[src/rtl/alu_pipe_pkg.sv]
// ============================================================================
// Module   : alu_pipe_pkg
// Brief    : Opcode, flag and FSM state types shared by the ALU pipe.
// Revision : 1.0
// ============================================================================
`default_nettype none

package alu_pipe_pkg;

    typedef enum logic [3:0] {
        ALU_AND = 4'd0,
        ALU_OR  = 4'd1,
        ALU_XOR = 4'd2,
        ALU_NOT = 4'd3,
        ALU_SHL = 4'd4,
        ALU_SHR = 4'd5,
        ALU_ADD = 4'd6,
        ALU_ADC = 4'd7,
        ALU_SUB = 4'd8,
        ALU_SBB = 4'd9,
        ALU_INC = 4'd10,
        ALU_DEC = 4'd11,
        ALU_MUL = 4'd12
    } enum_alu_opcode_t;

    typedef struct packed {
        logic carry;
        logic zero;
        logic negative;
        logic overflow;
    } struct_alu_flag_t;

    typedef enum logic [0:0] {
        IDLE = 1'b0,
        MUL  = 1'b1
    } alu_pipe_state_t;

    localparam logic c_MODE_LOGIC = 1'b0;
    localparam logic c_MODE_ARITH = 1'b1;

endpackage

`default_nettype wire

[src/rtl/alu_pipe_if.sv]
// ============================================================================
// Module   : alu_pipe_if
// Brief    : Operation request / result handshake bundle for alu_pipe.
// Revision : 1.0
// ============================================================================
`default_nettype none

interface alu_pipe_if #(
    parameter int DATA_WIDTH = 16
);
    import alu_pipe_pkg::*;

    logic                   in_valid;
    logic                   in_ready;
    logic [DATA_WIDTH-1:0]  in_a;
    logic [DATA_WIDTH-1:0]  in_b;
    enum_alu_opcode_t       alu_opcode;
    logic                   alu_mode;
    logic                   input_carry;
    logic                   use_ext_carry;
    logic                   out_valid;
    logic                   out_ready;
    logic [DATA_WIDTH-1:0]  alu_out;
    struct_alu_flag_t       alu_out_flag;
    logic                   busy;

    modport master (
        output in_valid, in_a, in_b, alu_opcode, alu_mode, input_carry,
               use_ext_carry, out_ready,
        input  in_ready, out_valid, alu_out, alu_out_flag, busy
    );

    modport slave (
        input  in_valid, in_a, in_b, alu_opcode, alu_mode, input_carry,
               use_ext_carry, out_ready,
        output in_ready, out_valid, alu_out, alu_out_flag, busy
    );

endinterface

`default_nettype wire

[src/rtl/alu_pipe_mul_iter.sv]
// ============================================================================
// Module   : alu_mul_iter
// Brief    : Iterative shift-add multiplier, one multiplier bit per step.
// Revision : 1.0
// ============================================================================
`default_nettype none

module alu_mul_iter
    import alu_pipe_pkg::*;
#(
    parameter int DATA_WIDTH = 16
) (
    input  wire logic                      clk,
    input  wire logic                      rst,
    input  wire logic                      start,
    input  wire logic                      step,
    input  wire logic [DATA_WIDTH-1:0]     a,
    input  wire logic [DATA_WIDTH-1:0]     b,
    output logic                           done,
    output logic [2*DATA_WIDTH-1:0]        product
);

    localparam int CNT_W = (DATA_WIDTH > 1) ? $clog2(DATA_WIDTH) : 1;
    localparam logic [CNT_W-1:0] c_LAST = CNT_W'(DATA_WIDTH - 1);

    logic [2*DATA_WIDTH-1:0] r_mcand;
    logic [2*DATA_WIDTH-1:0] r_acc;
    logic [DATA_WIDTH-1:0]   r_mplier;
    logic [CNT_W-1:0]        r_cnt;
    logic [2*DATA_WIDTH-1:0] w_addend;
    logic [2*DATA_WIDTH-1:0] w_acc_next;

    assign w_addend   = r_mplier[0] ? r_mcand : '0;
    assign w_acc_next = r_acc + w_addend;

    always_ff @(posedge clk or posedge rst) begin
        if (rst) begin
            r_mcand  <= '0;
            r_acc    <= '0;
            r_mplier <= '0;
            r_cnt    <= '0;
        end else if (start) begin
            r_mcand  <= {{DATA_WIDTH{1'b0}}, a};
            r_acc    <= '0;
            r_mplier <= b;
            r_cnt    <= '0;
        end else if (step) begin
            r_acc    <= w_acc_next;
            r_mcand  <= r_mcand << 1;
            r_mplier <= r_mplier >> 1;
            r_cnt    <= r_cnt + 1'b1;
        end
    end

    // The final step's sum is handed out combinationally so it loads on that same edge.
    assign done    = step && (r_cnt == c_LAST);
    assign product = w_acc_next;

endmodule

`default_nettype wire

[src/rtl/alu_pipe.sv]
// ============================================================================
// Module   : alu_pipe
// Brief    : Registered valid/ready ALU with held carry and iterative multiply.
// Revision : 1.0
// ============================================================================
`default_nettype none

module alu_pipe
    import alu_pipe_pkg::*;
#(
    parameter int DATA_WIDTH = 16,
    parameter int MUL_EN     = 1
) (
    input  wire logic   clk,
    input  wire logic   rst,
    alu_pipe_if.slave   bus
);

    localparam int MSB = DATA_WIDTH - 1;

    alu_pipe_state_t         r_state;
    logic                    r_busy;
    logic                    r_valid;
    logic [MSB:0]            r_out;
    struct_alu_flag_t        r_flag;

    logic                    w_accept;
    logic                    w_is_mul;
    logic                    w_cin;
    logic                    w_mul_done;
    logic [2*DATA_WIDTH-1:0] w_mul_prod;
    logic [MSB:0]            w_res;
    logic [DATA_WIDTH:0]     w_ext;
    logic                    w_carry;
    logic                    w_ovf;
    logic                    w_legal;
    struct_alu_flag_t        w_flag;
    struct_alu_flag_t        w_mul_flag;

    assign bus.in_ready     = (r_state == IDLE) && (!r_valid || bus.out_ready);
    assign bus.out_valid    = r_valid;
    assign bus.alu_out      = r_out;
    assign bus.alu_out_flag = r_flag;
    assign bus.busy         = r_busy;

    assign w_accept = bus.in_valid && bus.in_ready;
    assign w_is_mul = (MUL_EN != 0) && (bus.alu_mode == c_MODE_ARITH)
                      && (bus.alu_opcode == ALU_MUL);
    // The held C flag is the carry of whatever result last loaded.
    assign w_cin    = bus.use_ext_carry ? bus.input_carry : r_flag.carry;

    always_comb begin
        w_res   = '0;
        w_ext   = '0;
        w_carry = 1'b0;
        w_ovf   = 1'b0;
        w_legal = 1'b1;
        if (bus.alu_mode == c_MODE_LOGIC) begin
            case (bus.alu_opcode)
                ALU_AND: begin w_res = bus.in_a & bus.in_b; w_carry = r_flag.carry; end
                ALU_OR:  begin w_res = bus.in_a | bus.in_b; w_carry = r_flag.carry; end
                ALU_XOR: begin w_res = bus.in_a ^ bus.in_b; w_carry = r_flag.carry; end
                ALU_NOT: begin w_res = ~bus.in_a;           w_carry = r_flag.carry; end
                ALU_SHL: begin w_res = {bus.in_a[MSB-1:0], 1'b0}; w_carry = bus.in_a[MSB]; end
                ALU_SHR: begin w_res = {1'b0, bus.in_a[MSB:1]};   w_carry = bus.in_a[0];   end
                default: w_legal = 1'b0;
            endcase
        end else begin
            case (bus.alu_opcode)
                ALU_ADD, ALU_ADC: begin
                    w_ext = {1'b0, bus.in_a} + {1'b0, bus.in_b}
                          + (DATA_WIDTH+1)'((bus.alu_opcode == ALU_ADC) ? w_cin : 1'b0);
                    w_ovf = (bus.in_a[MSB] == bus.in_b[MSB]) && (w_ext[MSB] != bus.in_a[MSB]);
                end
                ALU_SUB, ALU_SBB: begin
                    w_ext = {1'b0, bus.in_a} - {1'b0, bus.in_b}
                          - (DATA_WIDTH+1)'((bus.alu_opcode == ALU_SBB) ? w_cin : 1'b0);
                    w_ovf = (bus.in_a[MSB] != bus.in_b[MSB]) && (w_ext[MSB] != bus.in_a[MSB]);
                end
                ALU_INC: begin
                    w_ext = {1'b0, bus.in_a} + (DATA_WIDTH+1)'(1);
                    w_ovf = !bus.in_a[MSB] && w_ext[MSB];
                end
                ALU_DEC: begin
                    w_ext = {1'b0, bus.in_a} - (DATA_WIDTH+1)'(1);
                    w_ovf = bus.in_a[MSB] && !w_ext[MSB];
                end
                default: w_legal = 1'b0;
            endcase
            if (w_legal) begin
                w_res   = w_ext[MSB:0];
                w_carry = w_ext[DATA_WIDTH];
            end
        end
        w_flag = '0;
        if (w_legal) begin
            w_flag.carry    = w_carry;
            w_flag.zero     = (w_res == '0);
            w_flag.negative = w_res[MSB];
            w_flag.overflow = w_ovf;
        end
    end

    always_comb begin
        w_mul_flag          = '0;
        w_mul_flag.carry    = |w_mul_prod[2*DATA_WIDTH-1:DATA_WIDTH];
        w_mul_flag.zero     = (w_mul_prod[MSB:0] == '0);
        w_mul_flag.negative = w_mul_prod[MSB];
    end

    generate
        if (MUL_EN != 0) begin : g_mul
            alu_mul_iter #(
                .DATA_WIDTH (DATA_WIDTH)
            ) u_mul (
                .clk     (clk),
                .rst     (rst),
                .start   (w_accept && w_is_mul),
                .step    (r_state == MUL),
                .a       (bus.in_a),
                .b       (bus.in_b),
                .done    (w_mul_done),
                .product (w_mul_prod)
            );
        end else begin : g_no_mul
            assign w_mul_done = 1'b0;
            assign w_mul_prod = '0;
        end
    endgenerate

    always_ff @(posedge clk or posedge rst) begin
        if (rst) begin
            r_state <= IDLE;
            r_busy  <= 1'b0;
            r_valid <= 1'b0;
            r_out   <= '0;
            r_flag  <= '0;
        end else begin
            if (r_valid && bus.out_ready) begin
                r_valid <= 1'b0;
            end
            case (r_state)
                IDLE: begin
                    if (w_accept) begin
                        if (w_is_mul) begin
                            r_state <= MUL;
                            r_busy  <= 1'b1;
                        end else begin
                            r_out   <= w_res;
                            r_flag  <= w_flag;
                            r_valid <= 1'b1;
                        end
                    end
                end
                MUL: begin
                    if (w_mul_done) begin
                        r_out   <= w_mul_prod[MSB:0];
                        r_flag  <= w_mul_flag;
                        r_valid <= 1'b1;
                        r_busy  <= 1'b0;
                        r_state <= IDLE;
                    end
                end
                default: begin
                    r_state <= IDLE;
                    r_busy  <= 1'b0;
                end
            endcase
        end
    end

endmodule

`default_nettype wire
[src/flat_wrapper.sv]
// flat-port wrapper written by rule: the top's interface ports become plain ports
module alu_pipe_flat import alu_pipe_pkg::*;
#(
    parameter int DATA_WIDTH = 16,
    parameter int MUL_EN     = 1
)
  (clk, rst, bus_in_valid, bus_in_a, bus_in_b, bus_alu_opcode, bus_alu_mode, bus_input_carry, bus_use_ext_carry, bus_out_ready, bus_in_ready, bus_out_valid, bus_alu_out, bus_alu_out_flag, bus_busy);
  alu_pipe_if #(.DATA_WIDTH(DATA_WIDTH)) bus_i ();
  input  wire logic clk;
  input  wire logic rst;
  input wire logic [$bits(bus_i.in_valid)-1:0] bus_in_valid;
  input wire logic [$bits(bus_i.in_a)-1:0] bus_in_a;
  input wire logic [$bits(bus_i.in_b)-1:0] bus_in_b;
  input wire logic [$bits(bus_i.alu_opcode)-1:0] bus_alu_opcode;
  input wire logic [$bits(bus_i.alu_mode)-1:0] bus_alu_mode;
  input wire logic [$bits(bus_i.input_carry)-1:0] bus_input_carry;
  input wire logic [$bits(bus_i.use_ext_carry)-1:0] bus_use_ext_carry;
  input wire logic [$bits(bus_i.out_ready)-1:0] bus_out_ready;
  output wire logic [$bits(bus_i.in_ready)-1:0] bus_in_ready;
  output wire logic [$bits(bus_i.out_valid)-1:0] bus_out_valid;
  output wire logic [$bits(bus_i.alu_out)-1:0] bus_alu_out;
  output wire logic [$bits(bus_i.alu_out_flag)-1:0] bus_alu_out_flag;
  output wire logic [$bits(bus_i.busy)-1:0] bus_busy;
  assign bus_i.in_valid = bus_in_valid;
  assign bus_i.in_a = bus_in_a;
  assign bus_i.in_b = bus_in_b;
  assign bus_i.alu_opcode = bus_alu_opcode;
  assign bus_i.alu_mode = bus_alu_mode;
  assign bus_i.input_carry = bus_input_carry;
  assign bus_i.use_ext_carry = bus_use_ext_carry;
  assign bus_i.out_ready = bus_out_ready;
  assign bus_in_ready = bus_i.in_ready;
  assign bus_out_valid = bus_i.out_valid;
  assign bus_alu_out = bus_i.alu_out;
  assign bus_alu_out_flag = bus_i.alu_out_flag;
  assign bus_busy = bus_i.busy;
  alu_pipe #(.DATA_WIDTH(DATA_WIDTH), .MUL_EN(MUL_EN)) u_core (.clk(clk), .rst(rst), .bus(bus_i));
endmodule
[config.mk]
export PLATFORM = sky130hd
export DESIGN_NAME = alu_pipe_flat
export DESIGN_NICKNAME = d
export VERILOG_FILES = /design/src/rtl/alu_pipe_pkg.sv /design/src/rtl/alu_pipe_if.sv /design/src/rtl/alu_pipe_mul_iter.sv /design/src/rtl/alu_pipe.sv /design/src/flat_wrapper.sv
export SDC_FILE = /design/constraint.sdc
export NUM_CORES = 1
export LEC_CHECK = 0
export CAP_MARGIN = 20
export CORE_MARGIN = 2
export CORE_UTILIZATION = 44
export CTS_BUF_LIST = sky130_fd_sc_hd__clkbuf_8
export CTS_CLUSTER_SIZE = 14
export DETAILED_ROUTE_END_ITERATION = 12
export SLEW_MARGIN = 5
export SYNTH_ARGS = -nofsm -noshare
export SYNTH_HDL_FRONTEND = slang
export SYNTH_SLANG_ARGS = --single-unit
[constraint.sdc]
create_clock -name clk -period 4.1 [get_ports clk]
set_clock_uncertainty 0.15 [all_clocks]
set_input_delay 0.615 -clock clk [delete_from_list [all_inputs] [get_ports clk]]
set_output_delay 0.615 -clock clk [all_outputs]
set_load 0.005 [all_outputs]
Word-level counts from Yosys, hierarchy flattened

Cells that the tools add are included.

Add/subtract/negate cells: 8
Multiply operators: 0
Divide/modulo/power cells: 0
$lt $le $gt $ge: 0
Equality and inequality tests: 22
Shift-type cells: 0
Multiplexer cells: 47
Bitwise operators: 5
Reduce and logical (&&, ||, !) cells: 27

Operators by type and width:

| operator                                                               | number |
|---|---|
| 32-bit 2-to-1 mux                                                      | 5 |
| 16-bit 2-to-1 mux                                                      | 7 |
| 16-bit case mux with 6 select lines                                    | 1 |
| 17-bit case mux with 4 select lines                                    | 1 |
| 32-bit adder                                                           | 1 |
| 16-bit logical NOT                                                     | 2 |
| 16-bit case mux with 2 select lines                                    | 1 |
| 4-bit equality test (second input constant)                            | 6 |
| 4-bit 2-to-1 mux                                                       | 6 |
| 1-bit 2-to-1 mux                                                       | 20 |
| 16-bit by 1-bit adder with 17-bit output (second input constant)       | 1 |
| 16-bit by 16-bit adder with 17-bit output                              | 1 |
| 17-bit adder                                                           | 1 |
| 16-bit by 1-bit subtractor with 17-bit output (second input constant)  | 1 |
| 16-bit by 16-bit subtractor with 17-bit output                         | 1 |
| 17-bit subtractor                                                      | 1 |
| 16-bit AND                                                             | 1 |
| 4-bit by 3-bit equality test with 1-bit output (second input constant) | 4 |
| 16-bit NOT                                                             | 1 |
| 16-bit bitwise OR                                                      | 1 |
| 16-bit OR reduction                                                    | 1 |
| 16-bit bitwise XOR                                                     | 1 |
| 6-bit OR reduction                                                     | 2 |
| 1-bit logical AND                                                      | 10 |
| 21 further kinds                                                       | 32 |

Flip-flop bits (word level): 107
Latch bits: 0
RAM bits: 0
ROM bits: 0
Bits of input ports: 43
Output and inout port bits: 23
Word-level logic and storage cells: 121
Memories: 0

Longest topological paths before layout

Gate-level depths: netlist of run 1.

Word-level depth: 11
Depth in mapped cells: 18
Gate-level depth less buffers: 17

Modules after synthesis

From an unflattened synthesis of run 1, not the netlist that was laid out.

Cells, all modules: 1,290
Area total of the unflattened synthesis: 10,759.1 µm²

By module, submodules not included:

| module       | times used | cells each | area an instance (µm²) | seq. area each (µm²) |
|---|---|---|---|---|
| alu_mul_iter | 1          | 603        | 5,635.4                | 2,102.0 |
| alu_pipe     | 1          | 687        | 5,123.7                | 575.6 |

Least setup slack after synthesis of run 1

No wires, ideal clock.

Kind: input -> register
From: input port bus_alu_opcode[1]
To: register u_core.r_flag (netlist bit u_core.bus.alu_out_flag[2])
Setup time: 0.092 ns
Arrival time: 4.677 ns
Data required time: 3.858 ns
Slack: -0.819 ns
Stages on the path: 18
Path buffers: 1
Cell sequence: buf_6 -> nand2b_1 -> or3_1 -> fa_1 -> inv_1 -> ha_1 -> or2_2 -> fa_1 -> o211ai_1 -> nand2_1 -> a31o_2 -> a21oi_2 -> xor2_1 -> o221ai_1 -> a221oi_1 -> nand4_1 -> or4_1 -> o31ai_2

Word-level cells in the longest chain between the ends: 11
Elaborated cells on any way between the ends: 37
Those cells by class: add/sub (2); eq/ne (13); mux (14); reduce/logical (8)

RTL lines:

| item                                                                           | RTL line                       | RTL |
|---|---|---|
| start, declared                                                                | flat_wrapper.sv:14             | `input wire logic [$bits(bus_i.alu_opcode)-1:0] bus_alu_opcode;` |
| 4-bit equality test, or another cell as far along                              | alu_pipe.sv:69, alu_pipe.sv:77 |  |
| 1-bit 2-to-1 mux, or another cell as far along                                 | alu_pipe.sv:77                 | `- (DATA_WIDTH+1)'((bus.alu_opcode == ALU_SBB) ? w_cin : 1'b0);` |
| 17-bit subtractor, or another cell as far along                                | alu_pipe.sv:77                 |  |
| 17-bit case mux with 4 select lines / 1-bit 2-to-1 mux (equally long branches) | alu_pipe.sv:69, alu_pipe.sv:58 |  |
| 16-bit 2-to-1 mux                                                              | alu_pipe.sv:90                 | `if (w_legal) begin` |
| 16-bit 2-to-1 mux                                                              | alu_pipe.sv:58                 | `if (bus.alu_mode == c_MODE_LOGIC) begin` |
| 16-bit logical NOT                                                             | alu_pipe.sv:98                 | `w_flag.zero = (w_res == '0);` |
| 4-bit 2-to-1 mux                                                               | alu_pipe.sv:96                 | `if (w_legal) begin` |
| 4-bit 2-to-1 mux                                                               | alu_pipe.sv:145                | `if (w_is_mul) begin` |
| 4-bit 2-to-1 mux                                                               | alu_pipe.sv:144                | `if (w_accept) begin` |
| 4-bit case mux with 2 select lines                                             | alu_pipe.sv:142                | `case (r_state)` |
| end signal, assigned                                                           | alu_pipe.sv:150                | `r_flag <= w_flag;` |
| end signal, assigned                                                           | alu_pipe.sv:158                | `r_flag <= w_mul_flag;` |
| end, declared                                                                  | alu_pipe.sv:25                 | `struct_alu_flag_t r_flag;` |

Parallel ways exist; a longest one is shown, timed or not. The select of a mux whose other input is x is not followed.
A chain may end at the register's enable or synchronous reset.

Worst setup path in the final report of run 1

From: register u_core.r_flag (netlist bit u_core.bus.alu_out_flag[3])
To: register u_core.r_flag (netlist bit u_core.bus.alu_out_flag[2])

Word-level cells in the longest chain between the ends: 11
Elaborated cells on any way between the ends: 13
Those cells by class: add/sub (2); mux (10); reduce/logical (1)

RTL lines:

| item                                                     | RTL line                       | RTL |
|---|---|---|
| 1-bit 2-to-1 mux *                                       | alu_pipe.sv:50                 | `assign w_cin = bus.use_ext_carry ? bus.input_carry : r_flag.carry;` |
| 1-bit 2-to-1 mux, on equally long branches               | alu_pipe.sv:77, alu_pipe.sv:72 |  |
| 17-bit subtractor / 17-bit adder (equally long branches) | alu_pipe.sv:77, alu_pipe.sv:72 |  |
| 17-bit case mux with 4 select lines *                    | alu_pipe.sv:69                 | `case (bus.alu_opcode)` |
| 16-bit 2-to-1 mux *                                      | alu_pipe.sv:90                 |  |
| 16-bit 2-to-1 mux *                                      | alu_pipe.sv:58                 |  |
| 16-bit logical NOT *                                     | alu_pipe.sv:98                 |  |
| 4-bit 2-to-1 mux *                                       | alu_pipe.sv:96                 |  |
| 4-bit 2-to-1 mux *                                       | alu_pipe.sv:145                |  |
| 4-bit 2-to-1 mux *                                       | alu_pipe.sv:144                |  |
| 4-bit case mux with 2 select lines *                     | alu_pipe.sv:142                |  |

Every way passes the cells marked *; elsewhere a longest branch is shown, timed or not. The select of a mux whose other input is x is not followed.

==> results.yml, run 1 <==
timing:
  period_minus_slack_ns: 4.80
  max-slew-margin-rel_pct: 35.9
  setup_viol: 8
  fin_setup_tns_ns: -2.08
  final_max_slew_viol_count: 0
  period_share_pct: 117
  fmaxAchievable_mhz: 208
  timing_hold_violations_final: 0
  grt_setup_unrepaired: "yes"
  tightest_slew_ns: 0.961
  final.setup.worst_slack_ns: -0.700
setup_path:
  largest_fanout_of_any_net_on_the_critical_path: 3
  number_of_cells_on_the_worst_reg_to_reg_path: 16
  timing.critical_path.from_type: "flop"
  cp.required_ns: 4.26
  path_buf_inv: 1
  critical_path_arrival_ns: 4.96
  crit_type: "reg -> reg"
  critical_path_depth: 16
  critical_path.cell_chain: "mux2i_4 > or3_4 > fa_1 > inv_1 > ha_2 > or2_4 > fa_2 > xnor2_2 > a221oi_2 > o32ai_2 > nand2b_4 > or4_4 > nor4_4 > nand4_1 > or4_1 > o31ai_2"
  slowest_delay_ns: 0.56
  cp_top_family: "simple AND/OR/NAND/NOR gates"
  critPathCaptureType: "flop"
  critical_path.slowest_cell: "sky130_fd_sc_hd__or4_4"
layout:
  drive_above_1_share_pct: 18.9
  antenna-diode-count: 0
  syn_to_final_growth_pct: 25.1
  fin_nets: 1704
  mostFrequentLayoutCell: "sky130_fd_sc_hd__nand2_1"
  final_design_area_no_fill_um2: 13200
  layout.cells.most_common_list: "sky130_fd_sc_hd__nand2_1 (209), sky130_fd_sc_hd__buf_4 (203), sky130_fd_sc_hd__dfrtp_1 (105)"
logic_synthesis:
  seq_area_frac_synth_pct: 25.3
  postSynthAreaPerCell_um2: 7.82
  synth_seq_cells: 107
  library_cells_used_by_synthesis: 87
  syn-cell-area_um2: 10600
  synth_enable_flop_cells: 0
  synthCells: 1353
  postSynthNetCount: 1499
  synth-warning-count: 0
  async_flop_share_pct: 100
  synth_ff_type: "sky130_fd_sc_hd__dfrtp_1"
hold_path:
  hold_path.class: "reg -> reg"
  worst_hold_path.num_cells: 2
clock_tree:
  clock_latency_late_sink_ns: 0.39
  path_clk_slew_ns: 0.12
  cts_num_sinks: 107
  ctsHtreeMaxLevel: 3
  cts_inserted_buffers: 9
  cts_buffer_depth: 2
  cts_root_buf: "sky130_fd_sc_hd__clkbuf_8"
  cts_tree: "done"
floorplan:
  floorplan.rows: 56
  floorplan.initialDensity_pct: 45.0
  die_height_um: 159
  num_io_pins: 66
  floorplan.die_area_um2: 25300
  die_width_um: 159
  placeableCoreArea_um2: 23500
global_routing:
  grt_pass1_vias: 10600
  grt_start_max_net_pins: 80
  number_of_antenna_violations_at_the_first_check_in_global_routing: 0
  grt_pass1_wl_mm: 59.5
  grt_overflow_total: 0
  track_usage_pct: 29.7
status:
  run_status: "complete, but fails checks"
  violated_checks: "negative setup slack"
routing:
  drt_pass1_iterations: 5
  first_iter_violations: 1000
  post_drt_wl_per_cell_um: 20.3
  totalWireLength_mm: 38.2
  route.vias.total: 10900
  residual_antenna_violating_net_count_after_detailed_routing: 0
  detail_route.vias_per_cell: 5.79
  drc: 0
power:
  cellPowerDensity_nw_per_um2: 414
  leakage_uw: 0.00627
  peakVddDrop_v: 0.000256
placed_design:
  cell_area_after_placement_um2: 12900
  routabilityCongestion: 1.00
  buffer_ports.inserted: 65
  dpl.hpwl_mm: 30.0
run:
  max-cap-violations: 0
[worst paths after layout]
| check | from | endpoint | slack (ns) |
|---|---|---|---|
| worst max register to register | u_core.bus.alu_out_flag[3] | u_core.bus.alu_out_flag[2] | -0.70 |
| min in group asynchronous | rst | u_core.g_mul.u_mul.r_acc[22] | 0.49 |
| max in group asynchronous | rst | u_core.r_state | 2.53 |
| worst min-delay path | u_core.bus.alu_out[7] | u_core.bus.alu_out[7] | 0.33 |
| worst min register to register | u_core.bus.alu_out[7] | u_core.bus.alu_out[7] | 0.33 |
| worst max-delay path | u_core.bus.alu_out_flag[3] | u_core.bus.alu_out_flag[2] | -0.70 |
[where the power goes]
group / switching (uW) / internal [uW]
logic: 1710 / 1330
registers: 308 / 1470
clock network: 417 / 232
total: 2440 / 3040
[flip-flops by register name, summed over array words and instances, names as in the netlist]
signal	cells
u_core.bus.alu_out	16
u_core.bus.alu_out_flag	4
u_core.bus.busy	1
u_core.bus.out_valid	1
u_core.g_mul.u_mul.r_acc	32
u_core.g_mul.u_mul.r_cnt	4
u_core.g_mul.u_mul.r_mcand	32
u_core.g_mul.u_mul.r_mplier	16
u_core.r_state	1
[cell type report]
class	count	area [um2]
Timing Repair Buffer	270	2180
Multi-Input combinational cell	1097	7520
Clock inverter	7	60.1
Inverter	73	277
Tap cell	319	399
Sequential cell	107	2680
Fill cell	2351	10300
Clock buffer	9	124
[what timing repair did]
item                                    CTS  global route
buffers inserted                         14             3
hold buffers                              0             0
gates resized for setup                  27            24
endpoints found under the setup margin   14            15
pin swaps                                18            20
[metal layers]
metal	GRT usage, %	vias to the layer above	part of all wire [%]
met5	0	-	0
met4	10.1	0	3.8
met3	2.50	64	5.7
met2	50.1	399	47
met1	40.3	5192	44
li1	-	5238	-
[cell usage after synthesis, types with 20 or more instances]
cell	number	area share, %
sky130_fd_sc_hd__nand2_1	209	7.4
sky130_fd_sc_hd__a21oi_1	94	4.4
sky130_fd_sc_hd__a22oi_1	37	2.6
sky130_fd_sc_hd__inv_1	71	2.5
sky130_fd_sc_hd__xor2_1	24	2.0
sky130_fd_sc_hd__mux2i_1	55	5.2
sky130_fd_sc_hd__ha_1	98	12
sky130_fd_sc_hd__xnor2_1	39	3.2
sky130_fd_sc_hd__nor2_1	103	3.7
sky130_fd_sc_hd__dfrtp_1	107	25
sky130_fd_sc_hd__clkbuf_1	54	1.9
sky130_fd_sc_hd__o21ai_0	91	4.3
sky130_fd_sc_hd__o22ai_1	20	1.2
sky130_fd_sc_hd__and2_1	35	2.1
sky130_fd_sc_hd__nor3_1	26	1.2
[worst reg2reg max path: stages (launching register included)]
cell and delay, ns:
sky130_fd_sc_hd__dfrtp_2 0.47, sky130_fd_sc_hd__mux2i_4 0.09, sky130_fd_sc_hd__or3_4 0.33, sky130_fd_sc_hd__fa_1 0.55, sky130_fd_sc_hd__inv_1 0.06, sky130_fd_sc_hd__ha_2 0.17, sky130_fd_sc_hd__or2_4 0.23, sky130_fd_sc_hd__fa_2 0.40
sky130_fd_sc_hd__xnor2_2 0.16, sky130_fd_sc_hd__a221oi_2 0.32, sky130_fd_sc_hd__o32ai_2 0.15, sky130_fd_sc_hd__nand2b_4 0.16, sky130_fd_sc_hd__or4_4 0.56, sky130_fd_sc_hd__nor4_4 0.18, sky130_fd_sc_hd__nand4_1 0.14, sky130_fd_sc_hd__or4_1 0.45
sky130_fd_sc_hd__o31ai_2 0.18
[cell families (layout without fill, tap and decap cells)]
logic type | after synthesis | in the layout | share of synthesized area (%)
buf+inv | 149 | 359 | 5.75
xor+xnor | 63 | 63 | 5.21
simple gates | 484 | 484 | 21.3
fa+ha+maj | 103 | 103 | 12.5
compound gates | 386 | 386 | 23.6
mux | 61 | 61 | 6.30
flops | 107 | 107 | 25.3
[stage by stage]
step           hold slack (ns)  instances  utilization [%]  worst slack (ns)  total power (uW)
3_5_place_dp             0.310       1859             54.7             -1.29              4750
3_3_place_gp             0.301       1859             54.7             -1.25              4710
2_1_floorplan            0.296       1353                -            -0.632              3620
5_1_grt                  0.354       1882             56.2            -0.814              5900
4_1_cts                  0.334       1888             56.2            -0.780              5450
6_report                 0.329       1882             56.2            -0.700              5480
Power figures use the tool's default switching activity.
==> run 2: changes to the inputs <==
--- a/config.mk
+++ b/config.mk
@@ -11,7 +11,7 @@
 export CTS_BUF_LIST = sky130_fd_sc_hd__clkbuf_8
 export CTS_CLUSTER_SIZE = 14
 export DETAILED_ROUTE_END_ITERATION = 12
-export SLEW_MARGIN = 5
+export SLEW_MARGIN = 20
 export SYNTH_ARGS = -nofsm -noshare
 export SYNTH_HDL_FRONTEND = slang
 export SYNTH_SLANG_ARGS = --single-unit
==> results of run 2 <==
No change in the layout: final DEF, timing and power equal those of run 1.
==> run 3: changes to the inputs <==
--- a/config.mk
+++ b/config.mk
@@ -11,6 +11,8 @@
 export CTS_BUF_LIST = sky130_fd_sc_hd__clkbuf_8
 export CTS_CLUSTER_SIZE = 14
 export DETAILED_ROUTE_END_ITERATION = 12
+export MAX_ROUTING_LAYER = met4
+export REMOVE_ABC_BUFFERS = 1
 export SLEW_MARGIN = 20
 export SYNTH_ARGS = -nofsm -noshare
 export SYNTH_HDL_FRONTEND = slang
==> run 3 against run 2 <==
  * The flow still finishes with violations (negative setup slack)
  * Flip-flop and latch count unchanged
  * Non-clock buffer count is 3 lower
  * Largest power group unchanged
  * Total power up 1.6%
  * Design area is the same
  * Clock-buffer cell count is the same
  * Die area is the same
  * Register-to-register slack got worse by 0.02 ns
  * Setup slack lost 0.021 ns
==> results.yml, run 3 (synthesized netlist as in run 1, its figures left out) <==
setup_path:
  cp.required_ns: 4.28
  critical_path.cell_chain: "mux2i_1 > buf_4 > or3_4 > fa_1 > inv_1 > ha_2 > or2_4 > fa_2 > o211ai_1 > nand2_1 > a31o_2 > a21oi_2 > xor2_1 > o221ai_1 > a221oi_2 > nand4_1 > or4_4 > o31ai_2"
  critPathCaptureType: "flop"
  timing.critical_path.from_type: "flop"
  critical_path_arrival_ns: 5.00
  cp_top_family: "simple AND/OR/NAND/NOR gates"
  largest_fanout_of_any_net_on_the_critical_path: 2
  path_buf_inv: 2
  slowest_delay_ns: 0.52
  critical_path.slowest_cell: "sky130_fd_sc_hd__fa_1"
  crit_type: "reg -> reg"
  crit_start: "u_core.bus.alu_out_flag[3]"
  reg2reg_from: "u_core.bus.alu_out_flag[3]"
routing:
  drc: 0
  residual_antenna_violating_net_count_after_detailed_routing: 0
  route.vias.total: 10800
  post_drt_wl_per_cell_um: 19.7
  detail_route.vias_per_cell: 5.77
  totalWireLength_mm: 37.0
  first_iter_violations: 844
  drt_pass1_iterations: 5
placed_design:
  routabilityCongestion: 1.01
  place_ws_ns: -1.66
  dpl.hpwl_mm: 28.6
  buffer_ports.inserted: 65
floorplan:
  die_height_um: 159
  floorplan.die_area_um2: 25300
  placeableCoreArea_um2: 23500
  num_io_pins: 66
  floorplan.rows: 56
  die_width_um: 159
  floorplan.initialDensity_pct: 45.0
layout:
  mostFrequentLayoutCell: "sky130_fd_sc_hd__nand2_1"
  syn_to_final_growth_pct: 25.1
  largestRegisters: "u_core.g_mul.u_mul.r_acc x32, u_core.g_mul.u_mul.r_mcand x32"
  ff_latch_area_um2: 2680
  drive_above_1_share_pct: 18.4
  antenna-diode-count: 0
  multi_input_comb_area_um2: 7510
  fillers: 2359
  layout.cells.most_common_list: "sky130_fd_sc_hd__nand2_1 (209), sky130_fd_sc_hd__buf_4 (199), sky130_fd_sc_hd__dfrtp_1 (106)"
  fin_nets: 1701
timing:
  fin_setup_tns_ns: -2.14
  period_share_pct: 118
  timing_hold_violations_final: 0
  final_max_slew_viol_count: 0
  tightest_slew_ns: 0.841
  grt_setup_unrepaired: "yes"
  setup_viol: 9
  final.setup.worst_slack_ns: -0.721
  period_minus_slack_ns: 4.82
  max-slew-margin-rel_pct: 43.9
  worst_hold_slack_ns: 0.330
  fmaxAchievable_mhz: 207
clock_tree:
  cts_tree: "done"
  cts_inserted_buffers: 9
  cts_root_buf: "sky130_fd_sc_hd__clkbuf_8"
  cts_num_sinks: 107
  ctsHtreeMaxLevel: 3
  path_clk_slew_ns: 0.13
  cts_buffer_depth: 2
  cts_hold_buffers: 0
  clock_latency_late_sink_ns: 0.40
global_routing:
  grt_pass1_wl_mm: 58.6
  track_usage_pct: 29.8
  grt_pass1_vias: 10700
  grt_overflow_total: 0
  number_of_antenna_violations_at_the_first_check_in_global_routing: 0
  grt_start_max_net_pins: 66
power:
  leakage_uw: 0.00629
  cellPowerDensity_nw_per_um2: 420
  finalPower_uw: 5560
  peakVddDrop_v: 0.000218
run:
  max-cap-violations: 0
status:
  run_status: "complete, but fails checks"
  violated_checks: "negative setup slack"
hold_path:
  hold_path.class: "reg -> reg"
  hold_path.startpoint: "u_core.bus.alu_out[7]"
## run 3: changes by cell type in the layout (fill, tap and decap cells not counted), moves of 2 or more
cell	before	now
sky130_fd_sc_hd__clkbuf_2	3	0
sky130_fd_sc_hd__clkdlybuf4s15_1	0	2
sky130_fd_sc_hd__buf_6	1	3
sky130_fd_sc_hd__buf_4	203	199
sky130_fd_sc_hd__o21ai_1	10	7
sky130_fd_sc_hd__o21ai_0	81	84
sky130_fd_sc_hd__clkinvlp_4	2	0
## run 3: final timing paths
path	depth (start not counted)	to	slack [ns]
min	2	u_core.bus.alu_out[7]	0.33
max in group asynchronous	3	u_core.g_mul.u_mul.r_mcand[17]	2.48
max	18	u_core.bus.alu_out_flag[2]	-0.72
max reg2reg	18	u_core.bus.alu_out_flag[2]	-0.72
min reg2reg	2	u_core.bus.alu_out[7]	0.33
min in group asynchronous	2	u_core.bus.alu_out[3]	0.55
## run 3: layout make-up
cell class              instances  share of cell area [%]
clock buffers                   9                   0.935
well taps                     319                    3.01
multi-input cells            1097                    56.7
repair buffers                267                    16.3
flip-flops and latches        107                    20.2
inverters                      73                    2.09
clock inverters                 7                   0.652
## run 3: worst register-to-register path: stages (launching register included)
cell and delay [ns]:
sky130_fd_sc_hd__dfrtp_1 0.38, sky130_fd_sc_hd__mux2i_1 0.07, sky130_fd_sc_hd__buf_4 0.16, sky130_fd_sc_hd__or3_4 0.33, sky130_fd_sc_hd__fa_1 0.52, sky130_fd_sc_hd__inv_1 0.06
sky130_fd_sc_hd__ha_2 0.17, sky130_fd_sc_hd__or2_4 0.23, sky130_fd_sc_hd__fa_2 0.35, sky130_fd_sc_hd__o211ai_1 0.25, sky130_fd_sc_hd__nand2_1 0.12, sky130_fd_sc_hd__a31o_2 0.26
sky130_fd_sc_hd__a21oi_2 0.16, sky130_fd_sc_hd__xor2_1 0.20, sky130_fd_sc_hd__o221ai_1 0.16, sky130_fd_sc_hd__a221oi_2 0.33, sky130_fd_sc_hd__nand4_1 0.17, sky130_fd_sc_hd__or4_4 0.51
sky130_fd_sc_hd__o31ai_2 0.17
## run 3: power by group
group,switching [uW],leakage (uW),internal (uW)
logic,1740,0.00479,1320
clock network,444,0.000112,297
registers,293,0.00139,1470
total,2470,0.00629,3090
## run 3: through the flow
| stage | area, um2 | utilization, % | cells |
|---|---|---|---|
| floorplan | 10200 | - | 1277 |
| global placement | 12800 | 54.5 | 1861 |
| detailed placement | 12800 | 54.5 | 1861 |
| CTS | 13200 | 55.9 | 1879 |
| global route | 13200 | 56.2 | 1879 |
| finish | 13200 | 56.2 | 1879 |
## run 3: repair_timing
action,in CTS,in global routing
endpoints found under the setup margin,15,13
buffers inserted,4,0
pin swaps,24,24
gates resized for setup,38,24
hold endpoints to repair,0,0
## run 3: metal layers
metal | global-route usage, % | vias up | share of wire, %
li1 | - | 5236 | -
met4 | 10.1 | 0 | 2.7
met5 | - | - | 0
met2 | 47.6 | 359 | 47
met1 | 40.2 | 5188 | 46
met3 | 2.24 | 59 | 4.6
